$ cat src/rtl/add8u_share_pkg.sv
// Shared types and widths for the round-robin approximate-adder share block.
package add8u_share_pkg;

    localparam int SUM_W = 9;
    localparam int OPW   = 8;

    typedef enum logic {
        EMPTY = 1'b0,
        FULL  = 1'b1
    } out_state_e;

endpackage

$ cat src/rtl/add8u_core.sv
// Combinational 8-bit approximate adder: the two low bits are OR'ed, and the upper
// six bits are added exactly, using a[1]&b[1] as their carry-in.
module add8u_core
    import add8u_share_pkg::*;
(
    input  logic [OPW-1:0]   A,
    input  logic [OPW-1:0]   B,
    output logic [SUM_W-1:0] O
);

    logic [6:0] upper;

    assign upper = {1'b0, A[7:2]} + {1'b0, B[7:2]} + {6'd0, A[1] & B[1]};
    assign O     = {upper, A[1:0] | B[1:0]};

endmodule

$ cat src/rtl/add8u_rr_share.sv
// Round-robin share of one add8u_core among NREQ valid/ready requesters.
// It has a one-entry registered output. Define ADD8U_ERRMON_EN to add the error-monitor outputs.
//
// state | meaning
// EMPTY | no result held, out_valid=0
// FULL  | result held in out_sum/out_id, out_valid=1
module add8u_rr_share
    import add8u_share_pkg::*;
#(
    parameter int NREQ = 4,
    parameter int IDW  = 2,
    parameter int CNTW = 16
) (
    input  logic                clk,
    input  logic                rst,
    input  logic [NREQ-1:0]     req_valid,
    output logic [NREQ-1:0]     req_ready,
    input  logic [OPW*NREQ-1:0] req_a,
    input  logic [OPW*NREQ-1:0] req_b,
    output logic                out_valid,
    input  logic                out_ready,
    output logic [SUM_W-1:0]    out_sum,
    output logic [IDW-1:0]      out_id,
    output logic [CNTW-1:0]     op_count
`ifdef ADD8U_ERRMON_EN
    ,
    output logic [SUM_W-1:0]    out_err,
    output logic [SUM_W-1:0]    err_max
`endif
);

    out_state_e        state_q, state_d;
    logic [IDW-1:0]    rr_ptr;
    logic [IDW-1:0]    grant;
    logic              grant_found;
    logic              can_accept;
    logic              accept;
    logic [OPW-1:0]    sel_a, sel_b;
    logic [SUM_W-1:0]  core_o;

    // Scans from ptr upward, modulo NREQ. The loop runs in reverse so that the
    // smallest offset is the last one to write the result.
    function automatic logic [IDW:0] rr_pick(input logic [NREQ-1:0] v,
                                             input logic [IDW-1:0]  ptr);
        int j;
        rr_pick = '0;
        for (int k = NREQ - 1; k >= 0; k--) begin
            j = int'(ptr) + k;
            if (j >= NREQ) j = j - NREQ;
            if (v[j]) rr_pick = {1'b1, IDW'(j)};
        end
    endfunction

    assign {grant_found, grant} = rr_pick(req_valid, rr_ptr);
    assign out_valid  = (state_q == FULL);
    assign can_accept = (state_q == EMPTY) || out_ready;

    always_comb begin
        req_ready = '0;
        if (!rst && can_accept && grant_found) req_ready[grant] = 1'b1;
    end

    assign accept = |(req_valid & req_ready);
    assign sel_a  = req_a[int'(grant)*OPW +: OPW];
    assign sel_b  = req_b[int'(grant)*OPW +: OPW];

    add8u_core u_core (
        .A (sel_a),
        .B (sel_b),
        .O (core_o)
    );

    always_comb begin
        state_d = state_q;
        if (accept)                            state_d = FULL;
        else if (state_q == FULL && out_ready) state_d = EMPTY;
    end

    always_ff @(posedge clk) begin
        if (rst) begin
            state_q  <= EMPTY;
            rr_ptr   <= '0;
            out_sum  <= '0;
            out_id   <= '0;
            op_count <= '0;
        end else begin
            state_q <= state_d;
            if (accept) begin
                out_sum <= core_o;
                out_id  <= grant;
                rr_ptr  <= (grant == IDW'(NREQ - 1)) ? '0 : grant + IDW'(1);
                if (op_count != '1) op_count <= op_count + CNTW'(1);
            end
        end
    end

`ifdef ADD8U_ERRMON_EN
    logic [SUM_W-1:0] exact_sum;
    logic [SUM_W-1:0] abs_err;

    assign exact_sum = {1'b0, sel_a} + {1'b0, sel_b};
    assign abs_err   = (core_o >= exact_sum) ? core_o - exact_sum : exact_sum - core_o;

    always_ff @(posedge clk) begin
        if (rst) begin
            out_err <= '0;
            err_max <= '0;
        end else if (accept) begin
            out_err <= abs_err;
            if (abs_err > err_max) err_max <= abs_err;
        end
    end
`endif

endmodule

$ cat config.mk
export PLATFORM = sky130hd
export DESIGN_NAME = add8u_rr_share
export DESIGN_NICKNAME = d
export VERILOG_FILES = /design/src/rtl/add8u_share_pkg.sv /design/src/rtl/add8u_core.sv /design/src/rtl/add8u_rr_share.sv
export SDC_FILE = /design/constraint.sdc
export NUM_CORES = 1
export LEC_CHECK = 0
export CAP_MARGIN = 20
export CELL_PAD_IN_SITES_DETAIL_PLACEMENT = 2
export CELL_PAD_IN_SITES_GLOBAL_PLACEMENT = 2
export CORE_UTILIZATION = 24
export CTS_CLUSTER_SIZE = 12
export DETAILED_ROUTE_END_ITERATION = 8
export GPL_TIMING_DRIVEN = 1
export PLACE_DENSITY_LB_ADDON = 0.1
export SYNTH_ARGS = -nofsm -noshare
export SYNTH_HDL_FRONTEND = slang
export SYNTH_SLANG_ARGS = --single-unit
$ cat constraint.sdc
create_clock -name clk -period 4.5 [get_ports clk]
set_input_delay 0.675 -clock clk [delete_from_list [all_inputs] [get_ports clk]]
set_output_delay 0.675 -clock clk [all_outputs]
set_load 0.005 [all_outputs]
# Word-level counts from Yosys, hierarchy flattened
# Index checks and enable logic that the tools add are counted.
# Widths: inputs -> output; s select.
dict set report word_totals {
  regBits 30
  in_bits 71
}
dict set report op_classes {
  reduce_logical 9
  n_eq_ne 2
  muxes 26
  n_bitwise 4
  n_addsub 11
  n_lt_le_gt_ge 10
  n_shift 2
}
# cell count
set op_table {}
lappend op_table {{$lt 32x4->1 const B} 4}
lappend op_table {{$mux 32} 4}
lappend op_table {{$shiftx 32x6->8} 2}
lappend op_table {{$add 16x1->16 const B} 1}
lappend op_table {{$ne 16x16->1 const B} 1}
lappend op_table {{$mux 3} 4}
lappend op_table {{$sub 3x3->4 const B} 3}
lappend op_table {{$mux 1} 11}
lappend op_table {{$ge 3x3->1 const B} 3}
lappend op_table {{$bmux 1 s2} 4}
lappend op_table {{$add 6x6->7} 1}
lappend op_table {{$add 7x1->7} 1}
lappend op_table {{$add 2x2->3 const B} 2}
lappend op_table {{$and 4x4->4} 1}
lappend op_table {{$logic_and 1x1->1} 4}
lappend op_table {{$mux 4} 1}
lappend op_table {{$reduce_or 4->1} 1}
lappend op_table {{$sub 2x3->4 const B} 1}
lappend op_table {{$add 2x1->3 const B} 1}
lappend op_table {{$ge 2x3->1 const B} 1}
lappend op_table {{$lt 2x3->1 const B} 1}
lappend op_table {{$add 2x1->2 const B} 1}
lappend op_table {{$demux 1 s2} 1}
lappend op_table {{$eq 2x2->1 const B} 1}
lappend op_table {{9 further kinds} 9}

# Longest topological paths before layout
# Gate-level depths: netlist of run 1.
dict set report depth {
  word_depth 18
  ltp_mapped 14
}

# Hierarchy
# A second synthesis of run 1 with hierarchy kept.
dict set report hier_totals {
  hier_cells 269
  area_unflattened_um2 2284.7
}
# mod instances seq_area_each_um2 cells_each area_each_um2
set modules_own_cells {}
lappend modules_own_cells {add8u_rr_share 1 600.6 231 2008.2}
lappend modules_own_cells {add8u_core 1 0.0 38 276.5}

# Worst setup path after synthesis of run 1
# No wires, ideal clock.
dict set report synth_path {
  path_kind {input port to flip-flop}
  from {input port req_valid[2]}
  to {register out_sum[8]}
  arrival_time_ns 3.324
  n_path_buf 2
  path_slack_ns 1.055
  path_stages 14
  cell_sequence {mux2i_1 -> nor2_1 -> nor3_2 -> buf_4 -> buf_6 -> mux2i_1 -> mux2i_1 -> fa_1 -> fa_1 -> a21o_1 -> a21oi_1 -> nor2b_1 -> o21ai_0 -> a21oi_1}
}
dict set report synth_via {
  elab_chain_len 14
  word_cells_on_any_way 30
  classes_between {2 x add/sub; 2 x order compare; 2 x shift; 19 x mux; 2 x bitwise; 3 x reduce/logical}
}
# element line_no
set synth_rtl {}
lappend synth_rtl {{start, declared} add8u_rr_share.sv:16} ;# input logic [NREQ-1:0] req_valid,
lappend synth_rtl {{$bmux 1 s2} add8u_rr_share.sv:50} ;# if (v[j]) rr_pick = {1'b1, IDW'(j)};
lappend synth_rtl {{$mux 1 (implied by the code) (2 in a row)} add8u_rr_share.sv:50}
lappend synth_rtl {{$mux 3 (3 in a row)} add8u_rr_share.sv:50}
lappend synth_rtl {{$mux 3 *} add8u_rr_share.sv:50}
lappend synth_rtl {{via grant[0]} add8u_rr_share.sv:34} ;# logic [IDW-1:0] grant;
lappend synth_rtl {{branches (longest 7 deep; another with $add 6x6->7)} n/a}
lappend synth_rtl {{end signal, assigned} add8u_rr_share.sv:89} ;# out_sum <= core_o;
lappend synth_rtl {{end, declared} add8u_rr_share.sv:22} ;# output logic [SUM_W-1:0] out_sum,
# Mark *: on every way through the listed nets, which the timed path passes. The select of a mux whose other input is x is not followed.
# A chain may end at the register's enable or synchronous reset.

# Worst setup path in the final report of run 1
dict set report layout_path {
  from {input port req_valid[2]}
  to {register out_sum[8]}
}
dict set report layout_via {
  elab_chain_len 14
  word_cells_on_any_way 30
  classes_between {2 x add/sub; 2 x order compare; 2 x shift; 19 x mux; 2 x bitwise; 3 x reduce/logical}
}
# element
set layout_rtl {}
lappend layout_rtl {{branches (longest 14 deep; another with $add 6x6->7)}}
# Parallel ways; which one is timed is not known. The select of a mux whose other input is x is not followed.

==> results_dict.tcl, run 1 <==
set metrics [dict create \
    status "finished clean" \
    synth_cell_types 55 \
    clock_latency_ps 280 \
    cts_tree "yes" \
    drv_slew 0 \
    initial_utilization_pct 24.6 \
    min_path_cells 2 \
    crit_fanout 14 \
    yosysWarnings 0 \
    grt_first_pass_wirelength_um 12400 \
    ys.flop_type "dfxtp_1" \
    syn-cell-area_um2 2390 \
    hp-class "flop to flop" \
    finalWeightedCongestion 0.727 \
    post_drt_wl_per_cell_um 15.7 \
    crit_required_ps 4660 \
    die_w_um 102 \
    route.detailed.drc 0 \
    path_cells "clkdlybuf4s50_1, mux2i_1, nor2_1, nor3_4, mux2i_1, mux2_2, fa_1, fa_1, a21o_1, a21oi_1, nor2b_1, o21ai_0, a21oi_1" \
    vias 2347 \
    avgSynthCellArea_um2 9.23 \
    wirelength_um 7740 \
    hold_ws_ps 470 \
    drt_iter0_drc 27 \
    ctsHoldBuffers 0 \
    rr_worst_depth 12 \
    finalWorstSetupSlack_ps 552 \
    die-area_um2 10400 \
    synth_top_cell_by_area "dfxtp_1" \
    whs_endpoint "out_sum[3]" \
    area_growth_pct 50.1 \
    nets 443 \
    p_leak_uw 0.00130 \
    max_cap_violations 0 \
    cp_slowest_cell "nor3_4" \
    period_minus_slack_ps 3950 \
    worstHoldStart "out_sum[3]" \
    r2r-start "rr_ptr[1]" \
    arrival_ps 4110 \
    pre_cts_slack_ps 191 \
    clk_pin_slew_ps 60 \
    ys_ff_latch 30 \
    tightest_slew_ps 667 \
    skew_ps 5.78 \
    ys_top_cells_by_area "dfxtp_1 25%, mux2i_1 18%, ha_1 5.2%, nor2_1 4.4%, xnor2_1 4.4%" \
    num_rows 36 \
    period_share_pct 87.7 \
    grt_pass1_vias 2494 \
    filler_cell_count 1106 \
    clkSinkCount 30 \
    worstSetupStartpointType "input pin" \
    cts-root-buf "clkbuf_8" \
    crit_buf_inv 1 \
    synth_top_area_share_pct 25.1 \
    fp.dieH_um 102 \
    rsz0062_at_grt "no" \
    overflow 0 \
    dp_hpwl_um 6390 \
    synth_edf_count 0 \
    r2r_slack_ps 990 \
    max_stage_delay_ps 580 \
    drtAntennaViolNets 0 \
    vias_per_cell 4.77 \
    ir_worst_vdd_v 0.000117 \
    crit_type "input pin to flop" \
    critPathTopFamily "adder cells" \
    synth_common_cells "43 x mux2i_1, 30 x dfxtp_1, 28 x nor2_1, 23 x nand2_1" \
    crit_path_end_kind "flop" \
    yosysSeqAreaShare_pct 25.1 \
    io_buffers 102 \
    drive_gt1_share_pct 10.0 \
    clockBufferDepth 2 \
    reg2reg_to "out_sum[8]" \
    grt.total_usage_pct 15.6 \
    io_pins 103 \
    first_pass_iters 4 \
    max_slew_margin_pct 55.4 \
    core_um2 9730 \
    antenna_found_initial 0 \
    setup_tns_ps 0 \
    post_cts_buffers 0 \
    power_density_nw_per_um2 254 \
    finalSetupViolCount 0 \
    async_flop_share_pct 0 \
    fmax_ghz 0.253 \
    hold_viol 0 \
    grt_max_degree 26 \
    yosysMostFrequentCell "mux2i_1" \
    synth_nets 342 \
    syn_inst 259 \
    post_cts_resized 0 \
    cts_buffers 5 \
    cts.htree.levels 2 \
    antennaDiodeCount 0 \
]
[cell families after synthesis]
logic type      synth area share, %
xor+xnor                       4.76
mux                            19.9
buf+inv                        5.65
flops                          25.1
simple gates                   19.5
fa+ha+maj                      6.91
compound gates                 18.1
[per-stage QoR]
step	instance area [um^2]	std cells	power [uW]	util, %
after floorplan	2390	259	546	-
after global placement	3500	486	700	36.0
after detailed placement	3500	486	709	36.0
after CTS	3590	492	934	36.9
after global routing	3590	492	985	36.9
final	3590	492	913	36.9
[worst max path at each step]
stage	to	slack (ps)	start	cells after the start
after floorplan	out_sum[8]	1050	req_valid[2]	14
after global placement	out_sum[8]	320	req_valid[2]	13
after detailed placement	out_sum[8]	190	req_valid[2]	13
after CTS	out_sum[8]	490	req_valid[2]	13
after global routing	out_sum[8]	120	req_valid[2]	13
final	out_sum[8]	550	req_valid[2]	13
[flip-flops by register name (all words and copies together) (netlist names)]
name and count:
out_sum 9, out_id 2, rr_ptr 2, out_valid 1, op_count 16
[cells in the final DEF (no fill, tap or decap), types with 3 or more instances in the layout]
cell             netlist  routed
xnor2_1               12      12
buf_4                  2       5
and3_1                 3       3
nor2_1                28      28
ha_1                  10      10
clkbuf_8               0       6
and2_1                 5       5
o21ai_0                6       6
dfxtp_1               30      30
nand2_1               23      23
a21oi_1               12      12
inv_1                  3       3
mux2_2                 4       4
a2111oi_2              3       3
a211oi_1               9       9
mux2i_1               43      43
nand3_1                7       7
clkdlybuf4s50_1        0     102
nor2b_1                4       4
[tightest hold or removal path, delay by kind of cell (launching register included)]
family,cells,cell delay [ps]
AND/OR/NAND/NOR,1,50
AO/OA/AOI/OAI,1,60
flip-flops,1,310
[power by group]
group	internal [uW]	switching [uW]	leakage (uW)
clock	118	101	0.0000431
combinational	213	179	0.00101
sequential	286	16.7	0.000244
total	616	297	0.00130
[cell type report]
type / instances / area [um^2] / area share, %
clock buffers: 6 / 82.6 / 2.30
inverters: 5 / 18.8 / 0.523
multi-input cells: 211 / 1660 / 46.3
flip-flops and latches: 30 / 601 / 16.7
well taps: 133 / 166 / 4.64
repair buffers: 107 / 1060 / 29.5
[routing by layer]
layer  vias up  part of all wire, %  global-route usage (%)
met5         -                    0                       0
met4         0                 0.47                    3.34
met3         5                  3.0                    2.55
met2        51                   55                    30.5
met1      1154                   42                    17.6
li1       1137                    -                       -
Note: power is estimated with default switching activity, not from simulation.
==> inputs of run 2 (changes only) <==
--- a/config.mk
+++ b/config.mk
@@ -6,13 +6,15 @@
 export NUM_CORES = 1
 export LEC_CHECK = 0
 export CAP_MARGIN = 20
-export CELL_PAD_IN_SITES_DETAIL_PLACEMENT = 2
+export CELL_PAD_IN_SITES_DETAIL_PLACEMENT = 0
 export CELL_PAD_IN_SITES_GLOBAL_PLACEMENT = 2
-export CORE_UTILIZATION = 24
+export CORE_UTILIZATION = 25
+export CTS_BUF_LIST = sky130_fd_sc_hd__clkbuf_2 sky130_fd_sc_hd__clkbuf_4 sky130_fd_sc_hd__clkbuf_8
 export CTS_CLUSTER_SIZE = 12
 export DETAILED_ROUTE_END_ITERATION = 8
 export GPL_TIMING_DRIVEN = 1
 export PLACE_DENSITY_LB_ADDON = 0.1
+export SLEW_MARGIN = 20
 export SYNTH_ARGS = -nofsm -noshare
 export SYNTH_HDL_FRONTEND = slang
 export SYNTH_SLANG_ARGS = --single-unit
==> results_dict.tcl, run 2 (synthesized netlist as in run 1, its figures left out) <==
set metrics [dict create \
    post_cts_resized 0 \
    grt_first_pass_wirelength_um 11400 \
    reg2reg_to "out_sum[8]" \
    place_inst 483 \
    num_rows 35 \
    p_leak_uw 0.00130 \
    wirelength_um 6790 \
    overflow 0 \
    rr_worst_depth 12 \
    clockBufferDepth 2 \
    period_share_pct 87.5 \
    antennaDiodeCount 0 \
    max_stage_delay_ps 590 \
    cts-root-buf "clkbuf_8" \
    grt_max_degree 26 \
    first_pass_iters 4 \
    ctsHoldBuffers 0 \
    post_drt_wl_per_cell_um 13.9 \
    hold_viol 0 \
    period_minus_slack_ps 3940 \
    clkSinkCount 30 \
    largest_register_ffs 16 \
    power_density_nw_per_um2 252 \
    antenna_found_initial 0 \
    layout_common_cells "102 x clkdlybuf4s50_1, 43 x mux2i_1, 30 x dfxtp_1" \
    r2r-start "rr_ptr[1]" \
    io_buffers 102 \
    crit_path_end_kind "flop" \
    worstHoldStart "out_sum[3]" \
    vias_per_cell 4.61 \
    ir_worst_vdd_v 0.000114 \
    post_cts_buffers 0 \
    clk_pin_slew_ps 60 \
    crit_type "input pin to flop" \
    core_um2 9240 \
    drv_slew 0 \
    cts_buffers 5 \
    tightest_slew_ps 681 \
    drive_gt1_share_pct 10.3 \
    io_pins 103 \
    fmax_ghz 0.254 \
    drt_iter0_drc 55 \
    r2r_slack_ps 1000 \
    rsz0062_at_grt "no" \
    skew_ps 3.94 \
    regMostFlops "op_count" \
    max_cap_violations 0 \
    die-area_um2 9950 \
    path_cells "clkdlybuf4s50_1, mux2i_1, nor2_1, nor3_4, mux2i_1, mux2_2, fa_1, fa_1, a21o_1, a21oi_1, nor2b_1, o21ai_0, a21oi_1" \
    nets 444 \
    min_path_cells 2 \
    vias 2255 \
    max_slew_margin_pct 54.5 \
    clock_latency_ps 270 \
    crit_buf_inv 1 \
    route.detailed.drc 0 \
    worstSetupStartpointType "input pin" \
    setup_tns_ps 0 \
    arrival_ps 4090 \
    critPathTopFamily "adder cells" \
    crit_required_ps 4660 \
    fp.dieH_um 99.8 \
    layout_commonest_cell "clkdlybuf4s50_1" \
    cp_slowest_cell "nor3_4" \
    cts.htree.levels 2 \
    grt_pass1_vias 2291 \
    grt.total_usage_pct 14.4 \
    whs_endpoint "out_sum[3]" \
    finalSetupViolCount 0 \
    drtAntennaViolNets 0 \
    cts_tree "yes" \
    final_cells 489 \
    area_growth_pct 50.2 \
    die_w_um 99.8 \
    finalWeightedCongestion 0.753 \
    initial_utilization_pct 25.9 \
    crit_fanout 13 \
    status "finished clean" \
    hp-class "flop to flop" \
    dp_hpwl_um 5360 \
    top_regs "op_count x16, out_sum x9" \
]
-- run 2: cell types whose count changed in the layout (fill, tap and decap cells not counted) --
cell	change
buf_4	+1
-- run 2: final cells by class --
cell class | count | area (um^2)
Clock buffer | 6 | 82.6
Fill cell | 964 | 5650
Inverter | 5 | 18.8
Multi-Input combinational cell | 211 | 1660
Sequential cell | 30 | 601
Tap cell | 129 | 161
Timing Repair Buffer | 108 | 1070
-- run 2: worst max path at each step --
stage                       startpoint          to  slack (ps)  depth (start not counted)
final                     req_valid[2]  out_sum[8]         560                         13
after global routing      req_valid[2]  out_sum[6]         250                         13
after CTS                 req_valid[2]  out_sum[8]         540                         13
after detailed placement  req_valid[2]  out_sum[6]         260                         13
after global placement    req_valid[2]  out_sum[8]         350                         13
after floorplan           req_valid[2]  out_sum[8]        1050                         14
-- run 2: power breakdown --
part           internal (uW)  switching, uW  total (uW)
clock                    118           95.1         213
combinational            213            176         388
sequential               286           15.8         302
-- run 2: layer usage --
layer / vias up / track usage, % / wire, um
met5: - / 0 / 0
met4: 0 / 3.05 / 96
met3: 6 / 3.13 / 271
met2: 52 / 24.3 / 3250
met1: 1055 / 18.9 / 3170
li1: 1142 / - / -
-- run 2: worst reg2reg max path, cell delays in order (launching register included) --
cell	delay, ps
dfxtp_1	430
mux2i_1	230
nor2_1	130
nor3_4	590
mux2i_1	170
mux2_2	300
fa_1	440
fa_1	430
a21o_1	170
a21oi_1	210
nor2b_1	70
o21ai_0	150
a21oi_1	80
-- run 2: per-stage QoR --
step | total power, uW | utilization, % | hold slack [ps] | worst slack (ps) | area, um^2
after floorplan | 546 | - | 453 | 1050 | 2390
after global placement | 705 | 38.0 | 443 | 350 | 3510
after detailed placement | 701 | 38.0 | 449 | 255 | 3510
after CTS | 923 | 38.8 | 459 | 536 | 3590
after global routing | 978 | 38.8 | 481 | 248 | 3590
final | 903 | 38.8 | 455 | 563 | 3590
==> inputs of run 3 (changes only) <==
--- a/config.mk
+++ b/config.mk
@@ -13,6 +13,7 @@
 export CTS_CLUSTER_SIZE = 12
 export DETAILED_ROUTE_END_ITERATION = 8
 export GPL_TIMING_DRIVEN = 1
+export MAX_ROUTING_LAYER = met4
 export PLACE_DENSITY_LB_ADDON = 0.1
 export SLEW_MARGIN = 20
 export SYNTH_ARGS = -nofsm -noshare
==> results_dict.tcl, run 3 (synthesized netlist as in run 1, its figures left out) <==
set metrics [dict create \
    status "finished clean" \
    cts_buffers 5 \
    setup_tns_ps 0 \
    met2WireLength_um 3240 \
    largest_register_ffs 16 \
    place_inst 483 \
    hp-class "flop to flop" \
    final-seq-area_um2 601 \
    area_growth_pct 50.2 \
    layout_common_cells "102 x clkdlybuf4s50_1, 43 x mux2i_1, 30 x dfxtp_1" \
    ctsHoldBuffers 0 \
    pre_cts_slack_ps 255 \
    multi_input_area_um2 1660 \
    io_buffers 102 \
    max_cap_violations 0 \
    first_pass_iters 4 \
    post_drt_wl_per_cell_um 13.9 \
    cts-root-buf "clkbuf_8" \
    overflow 0 \
    met1Wirelength_um 3180 \
    period_share_pct 87.5 \
    power_uw 903 \
    crit_fanout 13 \
    finalSetupViolCount 0 \
    nets 444 \
    cts.htree.levels 2 \
    initial_utilization_pct 25.9 \
    rsz0062_at_grt "no" \
    top_regs "op_count x16, out_sum x9" \
    arrival_ps 4090 \
    clkSinkCount 30 \
    p_leak_uw 0.00130 \
    hold_viol 0 \
    clk_pin_slew_ps 60 \
    num_rows 35 \
    crit_path_end_kind "flop" \
    core_um2 9240 \
    max_slew_margin_pct 54.5 \
    clockBufferDepth 2 \
    dp_hpwl_um 5360 \
    period_minus_slack_ps 3940 \
    grt_max_degree 26 \
    crit_required_ps 4660 \
    regMostFlops "op_count" \
    post_cts_resized 0 \
    grt_pass1_vias 2294 \
    io_pins 103 \
    vias 2256 \
    antenna_found_initial 0 \
    clock_latency_ps 270 \
    worstSetupStartpointType "input pin" \
    vias_per_cell 4.61 \
    die_w_um 99.8 \
    crit_type "input pin to flop" \
    wl_met3_um 264 \
    routed.top_layer "met4" \
    cts_tree "yes" \
    layout_commonest_cell "clkdlybuf4s50_1" \
    route.detailed.drc 0 \
    grt.total_usage_pct 14.8 \
    wirelength_um 6790 \
    filler_cell_count 964 \
    die-area_um2 9950 \
    antennaDiodeCount 0 \
    ir_worst_vdd_v 0.000114 \
    power_density_nw_per_um2 251 \
    fp.dieH_um 99.8 \
    drive_gt1_share_pct 10.3 \
    post_cts_buffers 0 \
    drt_iter0_drc 48 \
    finalWeightedCongestion 0.762 \
    grt_first_pass_wirelength_um 11400 \
    fmax_ghz 0.254 \
    drv_slew 0 \
    drtAntennaViolNets 0 \
    finalWorstSetupSlack_ps 563 \
    skew_ps 3.97 \
    tightest_slew_ps 681 \
    final_cells 489 \
]
[run 3: cell counts in the layout (fill, tap and decap cells not counted)]
Identical to the previous run, type by type.
[run 3: stage by stage]
stage / instance area [um^2] / hold WS, ps / utilization [%]
2_1_floorplan: 2390 / 453 / -
3_3_place_gp: 3510 / 443 / 38.0
3_5_place_dp: 3510 / 449 / 38.0
4_1_cts: 3590 / 459 / 38.8
5_1_grt: 3590 / 481 / 38.8
6_report: 3590 / 455 / 38.8
[run 3: routing by layer]
layer  global-route usage, %  vias up
li1                        -     1142
met1                    18.9     1056
met2                    24.3       52
met3                    2.65        6
met4                    3.39        0
met5                       -        -
[run 3: worst paths after layout]
check                             startpoint    endpoint  slack (ps)  cells after the start
worst max-delay path            req_valid[2]  out_sum[8]         560                     13
worst min-delay path              out_sum[3]  out_sum[3]         450                      2
worst max register to register     rr_ptr[1]  out_sum[8]        1000                     12
worst min register to register    out_sum[3]  out_sum[3]         450                      2
[run 3: worst max-delay path, stage by stage]
cell             delay (ps)
clkdlybuf4s50_1         490
mux2i_1                 190
nor2_1                  130
nor3_4                  590
mux2i_1                 170
mux2_2                  300
fa_1                    440
fa_1                    430
a21o_1                  170
a21oi_1                 210
nor2b_1                  70
o21ai_0                 150
a21oi_1                  80
[run 3: final cells by class]
type,instances,area share [%]
sequential,30,16.7
multi-input combinational,211,46.3
clock buffer,6,2.30
timing repair buffer,108,29.7
inverter,5,0.523
tap,129,4.50
[run 3: power breakdown]
group          total [uW]  switching (uW)  internal [uW]
registers             302            15.8            286
clock network         213            94.7            118
logic                 388             176            213
total                 903             286            616
